**config.mk**
```make
export PLATFORM = sky130hd
export DESIGN_NAME = pdm_playback
export DESIGN_NICKNAME = d
export VERILOG_FILES = /design/src/rtl/pdm_playback_pkg.sv /design/src/rtl/pdm_playback_sigma_delta_mod.sv /design/src/rtl/pdm_playback.sv
export SDC_FILE = /design/constraint.sdc
export NUM_CORES = 1
export LEC_CHECK = 0
export ABC_AREA = 1
export CELL_PAD_IN_SITES_DETAIL_PLACEMENT = 2
export CELL_PAD_IN_SITES_GLOBAL_PLACEMENT = 2
export CORE_ASPECT_RATIO = 0.75
export CORE_MARGIN = 5
export CORE_UTILIZATION = 25
export CTS_CLUSTER_SIZE = 28
export DETAILED_ROUTE_END_ITERATION = 10
export PLACE_DENSITY_LB_ADDON = 0.1
export SYNTH_ARGS = -nofsm -noshare
export SYNTH_HDL_FRONTEND = slang
export SYNTH_SLANG_ARGS = --single-unit
```
**constraint.sdc**
```tcl
create_clock -name clk -period 12 [get_ports clk]
set_clock_uncertainty 0.05 [all_clocks]
set_input_delay 2.4 -clock clk [delete_from_list [all_inputs] [get_ports clk]]
set_output_delay 2.4 -clock clk [all_outputs]
set_load 0.05 [all_outputs]
```
**src/rtl/pdm_playback_pkg.sv**
```systemverilog
// Shared constants for the PDM playback path: fetch FSM encoding, divider helper,
// modulator feedback magnitude and dither LFSR definition.
package pdm_playback_pkg;

  localparam logic [1:0] ST_IDLE = 2'd0;
  localparam logic [1:0] ST_READ = 2'd1;
  localparam logic [1:0] ST_WAIT = 2'd2;
  localparam logic [1:0] ST_HOLD = 2'd3;

  // x^16 + x^14 + x^13 + x^11, shifted left with the parity of the tapped bits.
  localparam logic [15:0] LFSR_SEED = 16'hACE1;
  localparam logic [15:0] LFSR_TAPS = 16'hB400;

  function automatic int pdm_div(input int sys_hz, input int pdm_hz);
    return sys_hz / pdm_hz;
  endfunction

  function automatic int unsigned fb_mag(input int unsigned data_width);
    return 32'd1 << (data_width - 1);
  endfunction

endpackage

```
**src/rtl/pdm_playback_sigma_delta_mod.sv**
```systemverilog
// One channel of the 2nd-order sigma-delta modulator; advances only on ce and
// saturates both integrators at the signed ACC_WIDTH limits.
module sigma_delta_mod
  import pdm_playback_pkg::*;
#(
  parameter int DATA_WIDTH = 16,
  parameter int ACC_WIDTH  = 24
) (
  input  logic                         clk,
  input  logic                         resetn,
  input  logic                         clr,
  input  logic                         ce,
  input  logic signed [DATA_WIDTH-1:0] x,
  input  logic signed [1:0]            dither,
  output logic                         pdm_bit
);

  // Two guard bits cover acc + acc + feedback without overflow.
  localparam int SW = ACC_WIDTH + 2;
  localparam logic signed [SW-1:0] ACC_MAX = {{(SW-ACC_WIDTH+1){1'b0}}, {(ACC_WIDTH-1){1'b1}}};
  localparam logic signed [SW-1:0] ACC_MIN = {{(SW-ACC_WIDTH+1){1'b1}}, {(ACC_WIDTH-1){1'b0}}};
  localparam logic signed [SW-1:0] FB      = SW'(fb_mag(DATA_WIDTH));

  logic signed [ACC_WIDTH-1:0] i1, i2, i1_n, i2_n;
  logic signed [SW-1:0]        xe, fb, s1, s2;

  function automatic logic signed [ACC_WIDTH-1:0] sat(input logic signed [SW-1:0] v);
    if (v > ACC_MAX)      sat = ACC_MAX[ACC_WIDTH-1:0];
    else if (v < ACC_MIN) sat = ACC_MIN[ACC_WIDTH-1:0];
    else                  sat = v[ACC_WIDTH-1:0];
  endfunction

  always_comb begin
    xe   = SW'(x) + SW'(dither);
    fb   = pdm_bit ? FB : -FB;
    s1   = SW'(i1) + xe - fb;
    i1_n = sat(s1);
    s2   = SW'(i2) + SW'(i1_n) - fb;
    i2_n = sat(s2);
  end

  always_ff @(posedge clk) begin
    if (!resetn || clr) begin
      i1      <= '0;
      i2      <= '0;
      pdm_bit <= 1'b0;
    end else if (ce) begin
      i1      <= i1_n;
      i2      <= i2_n;
      pdm_bit <= !i2_n[ACC_WIDTH-1];
    end
  end

endmodule

```
**src/rtl/pdm_playback.sv**
```systemverilog
// PCM ping-pong buffer playback into per-channel PDM sigma-delta modulators.
// Optional PDM_PLAYBACK_DITHER_EN adds LFSR {-1,0,+1} dither ahead of the first integrator.
module pdm_playback
  import pdm_playback_pkg::*;
#(
  parameter int SYS_FREQ_HZ       = 150_000_000,
  parameter int PDM_FREQ_HZ       = 3_000_000,
  parameter int DATA_WIDTH        = 16,
  parameter int ADDR_WIDTH_BUFFER = 11,
  parameter int CHANNELS          = 2,
  parameter int CHANNELS_WIDTH    = $clog2(CHANNELS),
  parameter int ACC_WIDTH         = 24
) (
  input  logic                         clk,
  input  logic                         resetn,
  input  logic                         enable,
  input  logic [DATA_WIDTH-1:0]        pdm_ratio,
  input  logic                         fill_done,
  input  logic                         fill_half,
  input  logic                         clear_underrun,
  output logic                         rd_en,
  output logic [ADDR_WIDTH_BUFFER-1:0] rd_addr,
  input  logic [DATA_WIDTH-1:0]        rd_data,
  output logic                         buffer_selector,
  output logic                         half_done,
  output logic                         underrun,
  output logic                         pdm_clk,
  output logic [CHANNELS-1:0]          pdm_data
);

  localparam int DIV    = pdm_div(SYS_FREQ_HZ, PDM_FREQ_HZ);
  localparam int DIV_W  = $clog2(DIV);
  localparam int FIDX_W = ADDR_WIDTH_BUFFER - 1 - CHANNELS_WIDTH;
  localparam logic [DIV_W-1:0]          HALF_DIV = DIV_W'(DIV / 2);
  localparam logic [DIV_W-1:0]          LAST_DIV = DIV_W'(DIV - 1);
  localparam logic [CHANNELS_WIDTH-1:0] LAST_CH  = CHANNELS_WIDTH'(CHANNELS - 1);

  logic [DIV_W-1:0]                      div_cnt;
  logic [DATA_WIDTH-1:0]                 ratio_q, frame_cnt;
  logic                                  pdm_tick, boundary, boundary_q;
  logic [1:0]                            state;
  logic [CHANNELS_WIDTH-1:0]             ch_cnt, rd_ch;
  logic [FIDX_W-1:0]                     frame_idx;
  logic                                  half, rd_pend, rd_zero, wrap_fetch;
  logic [1:0]                            valid;
  logic [CHANNELS-1:0][DATA_WIDTH-1:0]   shadow, active;

  assign pdm_tick   = enable && (div_cnt == HALF_DIV);
  assign boundary   = pdm_tick && (frame_cnt == ratio_q);
  assign rd_en      = (state == ST_READ);
  assign rd_addr    = {half, frame_idx, ch_cnt};
  assign wrap_fetch = enable && rd_en && (ch_cnt == LAST_CH) && (&frame_idx);

  // pdm_clk is high for the first DIV/2 cycles of each period; the tick is its falling edge.
  always_ff @(posedge clk) begin
    if (!resetn || !enable) begin
      div_cnt    <= '0;
      pdm_clk    <= 1'b0;
      frame_cnt  <= '0;
      boundary_q <= 1'b0;
    end else begin
      div_cnt    <= (div_cnt == LAST_DIV) ? '0 : div_cnt + 1'b1;
      pdm_clk    <= (div_cnt < HALF_DIV);
      boundary_q <= boundary;
      if (pdm_tick) frame_cnt <= boundary ? '0 : frame_cnt + 1'b1;
    end
  end

  // Ratio tracks the input while idle so the first frame uses the programmed value.
  always_ff @(posedge clk) begin
    if (!resetn)                    ratio_q <= '0;
    else if (!enable || boundary)   ratio_q <= pdm_ratio;
  end

  always_ff @(posedge clk) begin
    if (!resetn || !enable) begin
      state           <= ST_IDLE;
      ch_cnt          <= '0;
      frame_idx       <= '0;
      half            <= 1'b0;
      rd_pend         <= 1'b0;
      rd_ch           <= '0;
      rd_zero         <= 1'b0;
      shadow          <= '0;
      active          <= '0;
      buffer_selector <= 1'b0;
      half_done       <= 1'b0;
    end else begin
      rd_pend   <= rd_en;
      rd_ch     <= ch_cnt;
      rd_zero   <= !valid[half];
      half_done <= wrap_fetch;
      if (rd_pend) shadow[rd_ch] <= rd_zero ? '0 : rd_data;
      if (boundary) begin
        active          <= shadow;
        buffer_selector <= half;
      end
      case (state)
        ST_IDLE: state <= ST_READ;
        ST_READ: begin
          ch_cnt <= ch_cnt + 1'b1;
          if (ch_cnt == LAST_CH) begin
            state     <= ST_WAIT;
            frame_idx <= frame_idx + 1'b1;
            if (&frame_idx) half <= !half;
          end
        end
        ST_WAIT: state <= ST_HOLD;
        ST_HOLD: if (boundary_q) state <= ST_READ;
        default: state <= ST_IDLE;
      endcase
    end
  end

  // Host fill beats the end-of-half clear; a fresh underrun beats clear_underrun.
  always_ff @(posedge clk) begin
    if (!resetn) begin
      valid    <= '0;
      underrun <= 1'b0;
    end else begin
      for (int h = 0; h < 2; h++) begin
        if (fill_done && fill_half == 1'(h))     valid[h] <= 1'b1;
        else if (wrap_fetch && half == 1'(h))    valid[h] <= 1'b0;
      end
      if (enable && rd_en && !valid[half]) underrun <= 1'b1;
      else if (clear_underrun)             underrun <= 1'b0;
    end
  end

`ifdef PDM_PLAYBACK_DITHER_EN
  logic [15:0] lfsr;
  always_ff @(posedge clk) begin
    if (!resetn || !enable) lfsr <= LFSR_SEED;
    else if (pdm_tick)      lfsr <= {lfsr[14:0], ^(lfsr & LFSR_TAPS)};
  end
`endif

  for (genvar c = 0; c < CHANNELS; c++) begin : g_ch
    logic signed [1:0] dith;
`ifdef PDM_PLAYBACK_DITHER_EN
    logic [1:0] rb;
    assign rb   = lfsr[(2*c)%16 +: 2];
    assign dith = (rb == 2'b01) ? 2'sd1 : (rb == 2'b10) ? -2'sd1 : 2'sd0;
`else
    assign dith = 2'sd0;
`endif
    sigma_delta_mod #(
      .DATA_WIDTH (DATA_WIDTH),
      .ACC_WIDTH  (ACC_WIDTH)
    ) u_mod (
      .clk     (clk),
      .resetn  (resetn),
      .clr     (!enable),
      .ce      (pdm_tick),
      .x       (active[c]),
      .dither  (dith),
      .pdm_bit (pdm_data[c])
    );
  end

endmodule

```
Word-level counts from Yosys, hierarchy flattened:

Index checks and enable logic that the tools add are counted.

* $add $sub $neg: 12
* order comparisons: 12
* equality and inequality tests: 8
* muxes and demuxes: 26
* bitwise gates (word level): 2
* reduce and logical (&&, ||, !) cells: 28

Operator list (count)
* $mux W24: 8
* $gt A26 B24 Y1 const B: 4
* $lt A26 B24 Y1 const B: 4
* $sub A26 B26 Y26: 4
* $mux W26: 2
* $add A24 B16 Y25: 2
* $add A24 B24 Y25: 2
* $mux W16: 3
* $bwmux W32: 1
* $add A16 B1 Y16 const B: 1
* $demux W16 S1: 1
* $eq A16 B16 Y1: 1
* $logic_and A1 B1 Y1: 11
* $reduce_and A11 Y1: 1
* $add A9 B1 Y9 const B: 1
* $reduce_and A9 Y1: 1
* $mux W1: 8
* $pmux W2 S4: 1
* $add A6 B1 Y6 const B: 1
* $eq A6 B5 Y1 const B: 1
* $eq A6 B6 Y1 const B: 1
* $logic_not A1 Y1: 6
* $lt A6 B5 Y1 const B: 1
* $reduce_bool A2 Y1: 3
* 13 further kinds: 19

* flip-flop bits (word level): 223
* input bits: 38
* output and inout bits: 18

Longest topological paths before layout:

Gate-level depths: netlist of the first run.

* depth after elaboration: 11
* gate-level depth with buffers: 52
* depth with buffers taken out: 50

By module:

From an unflattened synthesis of the first run, not the netlist that was laid out.

* cells, all modules: 2565
* area total of the unflattened synthesis: 17773.3 µm²

Modules (own cells, without submodules)
* sigma_delta_mod (g_ch[0].u_mod): instances 1, cells each 933, area each 6351.1 µm², sequential area each 980.9 µm²
* sigma_delta_mod (g_ch[1].u_mod): instances 1, cells each 919, area each 6212.2 µm², sequential area each 980.9 µm²
* pdm_playback: instances 1, cells each 713, area each 5210.0 µm², sequential area each 2502.4 µm²

Worst setup path after synthesis of the first run:

OpenSTA, ideal clock, no wires.

* path type: register to register
* start: register active[16] (netlist bit)
* end: register g_ch[1].u_mod.i2[10]
* data arrival time: 6659 ps
* data required time: 11831 ps
* path slack: 5171 ps
* stages on the path, launching flop included: 46
* path buffers: 2
* period minus slack after synthesis: 6829 ps
* cells stage by stage: dfxtp_1 > ha_1 > inv_1 > fa_1 > nand3b_1 > nand2_1 > nand3_1 > nand3_1 > a21oi_1 > o21ai_0 > xor2_1 > inv_1 > fa_1 > o21ai_1 > nand4_1 > nand2_1 > nand2_1 > nand4_1 > [10 not listed] > nand2_1 > a21oi_1 > o21ai_0 > a21oi_1 > o21ai_0 > nand2_1 > nand2_1 > xor2_1 > ha_1 > inv_1 > nor3_1 > nand2_1 > nand3b_2 > nand3_1 > nand3_1 > a21oi_2 > buf_4 > a21oi_1

* cells in the longest elaborated chain, start to end: 10

Ends and longest elaborated chain
* start, declared: line pdm_playback.sv:46 `logic [CHANNELS-1:0][DATA_WIDTH-1:0] shadow, active;`
* start signal, assigned: line pdm_playback.sv:95 `active <= shadow;`
* $add A24 B16 Y25 (*): line pdm_playback_sigma_delta_mod.sv:36 `s1 = SW'(i1) + xe - fb;`
* $sub A26 B26 Y26 (*): line pdm_playback_sigma_delta_mod.sv:36
* $lt A26 B24 Y1: line pdm_playback_sigma_delta_mod.sv:29 `else if (v < ACC_MIN) sat = ACC_MIN[ACC_WIDTH-1:0];`
* $mux W24: line pdm_playback_sigma_delta_mod.sv:29
* $mux W24 (*): line pdm_playback_sigma_delta_mod.sv:28 `if (v > ACC_MAX) sat = ACC_MAX[ACC_WIDTH-1:0];`
* named net g_ch[1].u_mod.i1_n[23]: line pdm_playback_sigma_delta_mod.sv:24 `logic signed [ACC_WIDTH-1:0] i1, i2, i1_n, i2_n;`
* $add A24 B24 Y25 (*): line pdm_playback_sigma_delta_mod.sv:38 `s2 = SW'(i2) + SW'(i1_n) - fb;`
* $sub A26 B26 Y26 (*): line pdm_playback_sigma_delta_mod.sv:38
* $lt A26 B24 Y1: line pdm_playback_sigma_delta_mod.sv:29
* $mux W24: line pdm_playback_sigma_delta_mod.sv:29
* $mux W24 (*): line pdm_playback_sigma_delta_mod.sv:28
* end signal, assigned: line pdm_playback_sigma_delta_mod.sv:49 `i2 <= i2_n;`
* end, declared: line pdm_playback_sigma_delta_mod.sv:24

The timed path passes the listed nets; every way through them passes the cells marked *.
A chain may end at the register's enable or synchronous reset.

Final worst setup path of the first run:

* start: register active[16] (netlist bit)
* end: register g_ch[1].u_mod.i2[19]

The elaborated chain is that of the path after synthesis.

==> results of run 1 <==
==> flip-flops by register name, indices dropped and copies added, names as in the netlist <==
register            count
g_ch.u_mod.i1          48
g_ch.u_mod.i2          48
rd_zero                 1
div_cnt                 6
shadow                 32
pdm_clk                 1
boundary_q              1
ratio_q                16
state                   2
half                    1
rd_ch                   1
valid                   2
half_done               1
frame_cnt              16
underrun                1
ch_cnt                  1
frame_idx               9
rd_pend                 1
g_ch.u_mod.pdm_bit      2
buffer_selector         1
active                 32
==> cells in the final DEF, fill, tap and decap left out, types with 7 or more instances in the layout <==
| cell type | count |
|---|---|
| a21oi_1 | 215 |
| a31oi_1 | 12 |
| a21o_1 | 11 |
| o31ai_1 | 7 |
| nor3b_1 | 11 |
| nand3_1 | 162 |
| ha_1 | 143 |
| nand2_2 | 12 |
| dfxtp_1 | 223 |
| o21ai_0 | 146 |
| clkdlybuf4s50_1 | 54 |
| clkbuf_16 | 28 |
| xnor2_1 | 44 |
| nand2_1 | 603 |
| nand4_1 | 18 |
| xor2_1 | 68 |
| buf_4 | 14 |
| inv_1 | 261 |
| nor2_1 | 236 |
| nor3_1 | 30 |
| fa_1 | 8 |
| inv_2 | 7 |
| nand3b_1 | 8 |
==> area by class of cell <==
class / instances / share of cell area, %
multi-input combinational: 1790 / 54.9
sequential: 223 / 24.9
inverter: 270 / 5.65
tap: 810 / 5.64
clock buffer: 40 / 4.49
timing repair buffer: 69 / 3.62
clock inverter: 10 / 0.850
==> per-layer routing <==
metal  GRT usage, %  vias to the layer above  share of wire [%]
met1           25.4                     7388                 56
met2           25.0                      103                 41
met5              0                        -                  0
met3           1.64                       31                1.8
met4           2.11                        0                1.1
li1               -                     7719                  -
==> path summary, 6_finish.rpt <==
path	slack [ps]	startpoint	to
max	3080	active[16]	g_ch[1].u_mod.i2[19]
min	410	shadow[23]	active[23]
max reg2reg	3080	active[16]	g_ch[1].u_mod.i2[19]
min reg2reg	410	shadow[23]	active[23]
==> kinds of logic (layout without fill, tap and decap cells) <==
| kind of cell | after synthesis | count (layout) | share of synthesized area, % |
|---|---|---|---|
| xor gates and xnor gates | 112 | 112 | 6.24 |
| DFF | 223 | 223 | 28.4 |
| buffers and inverters | 348 | 389 | 9.07 |
| AOI/OAI and AO/OA | 419 | 419 | 14.2 |
| adders and majority gates | 151 | 151 | 12.4 |
| and+or+nand+nor | 1108 | 1108 | 29.8 |
==> report_power, final <==
part / internal [mW] / switching (mW) / total (mW)
logic: 0.0221 / 0.0403 / 0.0624
registers: 0.747 / 0.00521 / 0.752
clock network: 0.531 / 0.367 / 0.898
==> tightest hold or removal path: cells and delay by family (launching register included) <==
kind,cells,cell delay [ps]
flip-flops,1,310
AND/OR/NAND/NOR,2,110
==> per-stage QoR <==
step	worst slack [ps]	hold WS [ps]	utilization, %	power (mW)	cell area (um2)
2_1_floorplan	5170	371	-	0.800	15700
3_3_place_gp	3090	390	27.3	0.830	17000
3_5_place_dp	3030	392	27.3	0.832	17000
4_1_cts	2930	410	28.9	1.75	18000
5_1_grt	2040	436	28.9	1.78	18000
6_report	3080	406	28.9	1.71	18000
==> impl_metrics.ini, run 1 <==
[floorplanning]
die_area_um2 = 68100
core-area_um2 = 62200
die_w_um = 300
rows = 79
die_y_um = 227
io_pins = 56
start_util_pct = 25.3

[drt]
detail_route.wl_per_cell_um = 17.4
vias_per_cell = 4.75
drc = 0
drt_iter0_drc = 515
first_pass_iters = 4
drt.antenna.violating_nets = 0
via_count = 15200
wl_mm = 55.8

[sta]
worstMarginPinSlew_ps = 939
fmax_mhz = 112
finalMaxSlewViolations = 0
slew_headroom_pct = 37.2
post-route-min-period_ps = 8920
hold_viol = 0
fin_crit_sh_pct = 74.3
final.setup.tns_ps = 0
rsz0062_at_grt = false
setup_violations = 0

[synth]
synth.most_common_cell = nand2_1
async_flop_share_pct = 0
ys_warn_count = 0
syn_inst = 2361
synthFlopType = dfxtp_1
ys_top_cells_by_count = nand2_1 (604), inv_1 (262), nor2_1 (236)
ys_types = 49
synth_top_area_share_pct = 28.4
synth-seq-area-share_pct = 28.4
ys_seq_elements = 223
syn-num-nets = 2550
synth_edf_count = 0
ys_top_cells_by_area = dfxtp_1 (28%), nand2_1 (14%), ha_1 (11%)
syn_area_per_cell_um2 = 6.66
netlist_area_um2 = 15700
yosys.area.top_type = dfxtp_1

[worst_setup_path]
crit_buf_inv = 5
r2r_cells = 44
crit_fanout = 23
crit_family = simple AND/OR/NAND/NOR gates
crit_slowest_cell = o21ai_0
cp.depth = 44
arrival_ps = 9340
critical_path_class = reg2reg
max_stage_delay_ps = 490
cp_common_cell = nand2_1
worstSetupEndpointType = flop
crit_required_ps = 12430
cp-start-kind = flop

[global_route]
grt_max_degree = 80
grt_use_total_pct = 16.3
grt_antenna_before_repair = 0
overflow = 0
grt_pass1_wl_mm = 91.3
grt_pass1_vias = 16700

[worst_hold_path]
whs_path_depth = 2
hp-class = reg2reg

[finish]
seqCellArea_um2 = 4460
final_cells = 3212
area_growth_pct = 14.1
fillers = 7422
fin_nets = 2571
layout-drive-gt1-share_pct = 4.12
multi_input_area_um2 = 9850
diodes = 0

[run]
drv_cap = 0

[cts]
path_clk_slew_ps = 60
holdBufCountCts = 0
post_cts_resized = 0
htree_levels = 1
cts_root_buf = clkbuf_16
clkLatencyLatePin_ps = 590
postCtsSetupRepairBufs = 0
cts_tree = built
numCtsBuffers = 28
clock_path_buffers = 3
numClockSinks = 223

[power_and_ir_drop]
p_leak_nw = 8.90
peakVddDrop_uv = 111
power_density_nw_per_um2 = 95.4

[place]
place_congestion = 0.776
placed_cells = 3162
dp_hpwl_mm = 42.8
numPortBuffers = 55

[run_status]
outcome = completed
(Power assumes the default switching activity.)
==> inputs of run 2 (changes only) <==
- clock period: 12 -> 8.4 ns (I/O delays scaled with it)
==> run 2 against run 1 <==
Cell area increased by 3.7%. Clock-buffer cell count rose by 5. Critical path depth decreased by 1. Critical path type unchanged. Largest cell class unchanged.
==> impl_metrics.ini, run 2 (same netlist as run 1, synthesis figures left out) <==
[run_status]
outcome = completed

[floorplanning]
io_pins = 56
start_util_pct = 25.3
die_area_um2 = 68100
rows = 79
die_y_um = 227
core-area_um2 = 62200
die_w_um = 300

[finish]
multi_input_area_um2 = 10200
fillers = 7424
reg.largest.list = g_ch.u_mod.i1 (48), g_ch.u_mod.i2 (48)
mostFrequentLayoutCell = nand2_1
postLayoutCoreUtil_pct = 29.9
area_growth_pct = 18.3
seqCellArea_um2 = 4460
layout-drive-gt1-share_pct = 7.73
final_cell_mix = nand2_1 (598), inv_1 (260), nor2_1 (236)
diodes = 0
fin_nets = 2613

[power_and_ir_drop]
power_density_nw_per_um2 = 130
intPower_mw = 1.83
totalPowerFinal_mw = 2.43
peakVddDrop_uv = 151
clkPwrFrac_pct = 52.1
swShare_pct = 24.6
combPwrFrac_pct = 3.7
power_switching_mw = 0.598
p_leak_nw = 9.14
p_seq_share_pct = 44.2

[cts]
numCtsBuffers = 29
cts_root_buf = clkbuf_16
numClockSinks = 223
clkLatencyLatePin_ps = 590
htree_levels = 1
clock_path_buffers = 3
path_clk_slew_ps = 60
holdBufCountCts = 0
cts_tree = built

[place]
place_congestion = 0.794
numPortBuffers = 55
dp_hpwl_mm = 43.8

[global_route]
grt_use_total_pct = 16.6
overflow = 0
grt_antenna_before_repair = 1
grt_pass1_vias = 16800
grt_max_degree = 79
grt_pass1_wl_mm = 92.2

[drt]
drt_iter0_drc = 575
via_count = 15600
drc = 0
vias_per_cell = 4.80
drt.antenna.violating_nets = 0
detail_route.wl_per_cell_um = 18.1
first_pass_iters = 4
wl_mm = 58.8

[sta]
fmax_mhz = 126
setup_violations = 0
slew_headroom_pct = 37.4
fin_crit_sh_pct = 94.4
finalMaxSlewViolations = 0
worstMarginPinSlew_ps = 939
post-route-min-period_ps = 7930
hold_viol = 0

[worst_hold_path]
worstHoldStart = shadow[27]
hp-class = reg2reg
whs_path_depth = 2
hold-path-endpoint = active[27]

[worst_setup_path]
critical_path_class = reg2reg
r2r_start = active[0]
crit_slowest_cell = nor4_4
crit_required_ps = 8840
cp-start-kind = flop
worstSetupEndpointType = flop
r2r-end = g_ch[0].u_mod.i2[2]
arrival_ps = 8370
r2r_cells = 43
crit_fanout = 10
max_stage_delay_ps = 410
reg2reg_slack_ps = 470
cp_common_cell = nand2_1

[run]
drv_cap = 0
run 2: changes by cell type in the layout (fill, tap and decap cells not counted), sizes merged:
cell	before	now
nand2	616	618
clkbuf	40	46
inv	268	270
clkinv	8	7
bufinv	3	0
clkinvlp	1	0
buf	15	51
nand3	167	169
run 2: worst max-delay path, delay by kind of cell, from the launching register on:
| family | cells | cell delay [ps] |
|---|---|---|
| buffers and inverters | 7 | 920 |
| AO/OA/AOI/OAI | 8 | 1340 |
| adder cells (fa/ha/maj) | 5 | 1600 |
| AND/OR/NAND/NOR | 21 | 3330 |
| flip-flops | 1 | 340 |
| XOR/XNOR | 2 | 220 |
run 2: stage by stage:
step	hold slack, ps	TNS, ps	area, um2	setup WS [ps]	std cells
floorplan	371	0	15700	1570	2361
finish	398	0	18600	470	3255
CTS	409	-14.1	18200	-14.1	3236
global placement	386	-5720	17200	-380	3181
global route	424	-1260	18600	-74.4	3255
detailed placement	397	-7600	17200	-443	3181
run 2: what timing repair did:
item / CTS / global route
cloned: 2 / 3
resized for setup: 7 / 58
buffers inserted: 1 / 16
endpoints found under the setup margin: 23 / 49
pin swaps: 1 / 12
run 2: area by class of cell:
class                   count  area share [%]
multi-input cells        1794            54.7
flip-flops and latches    223            24.0
inverters                 270            5.45
well taps                 810            5.45
repair buffers            106            5.30
clock buffers              45            4.81
clock inverters             7           0.309
run 2: layer usage:
| metal | vias to the layer above | wire, um | GRT usage (%) | part of all wire, % |
|---|---|---|---|---|
| met5 | - | 0 | 0 | 0 |
| met4 | 0 | 661 | 2.31 | 1.1 |
| met3 | 39 | 1280 | 1.74 | 2.2 |
| met2 | 115 | 24400 | 25.7 | 41 |
| met1 | 7623 | 32500 | 25.6 | 55 |
| li1 | 7834 | - | - | - |
run 2: worst max path at each step:
stage / start / to / slack (ps) / depth (start not counted)
finish: active[0] / g_ch[0].u_mod.i2[2] / 470 / 43
global route: g_ch[0].u_mod.i1[0] / g_ch[0].u_mod.i2[2] / -70 / 48
CTS: active[0] / g_ch[0].u_mod.i2[2] / -10 / 47
detailed placement: active[0] / g_ch[0].u_mod.i2[2] / -440 / 44
global placement: active[0] / g_ch[0].u_mod.i2[2] / -380 / 44
floorplan: active[16] / g_ch[1].u_mod.i2[10] / 1570 / 45
run 2: power groups by stage:
stage          sequential, mW  combinational [mW]  clock (mW)
2_1_floorplan            1.10              0.0464           0
3_3_place_gp             1.10              0.0894           0
3_5_place_dp             1.10              0.0918           0
4_1_cts                  1.07              0.0924        1.32
5_1_grt                  1.07              0.0994        1.36
6_report                 1.07              0.0894        1.26
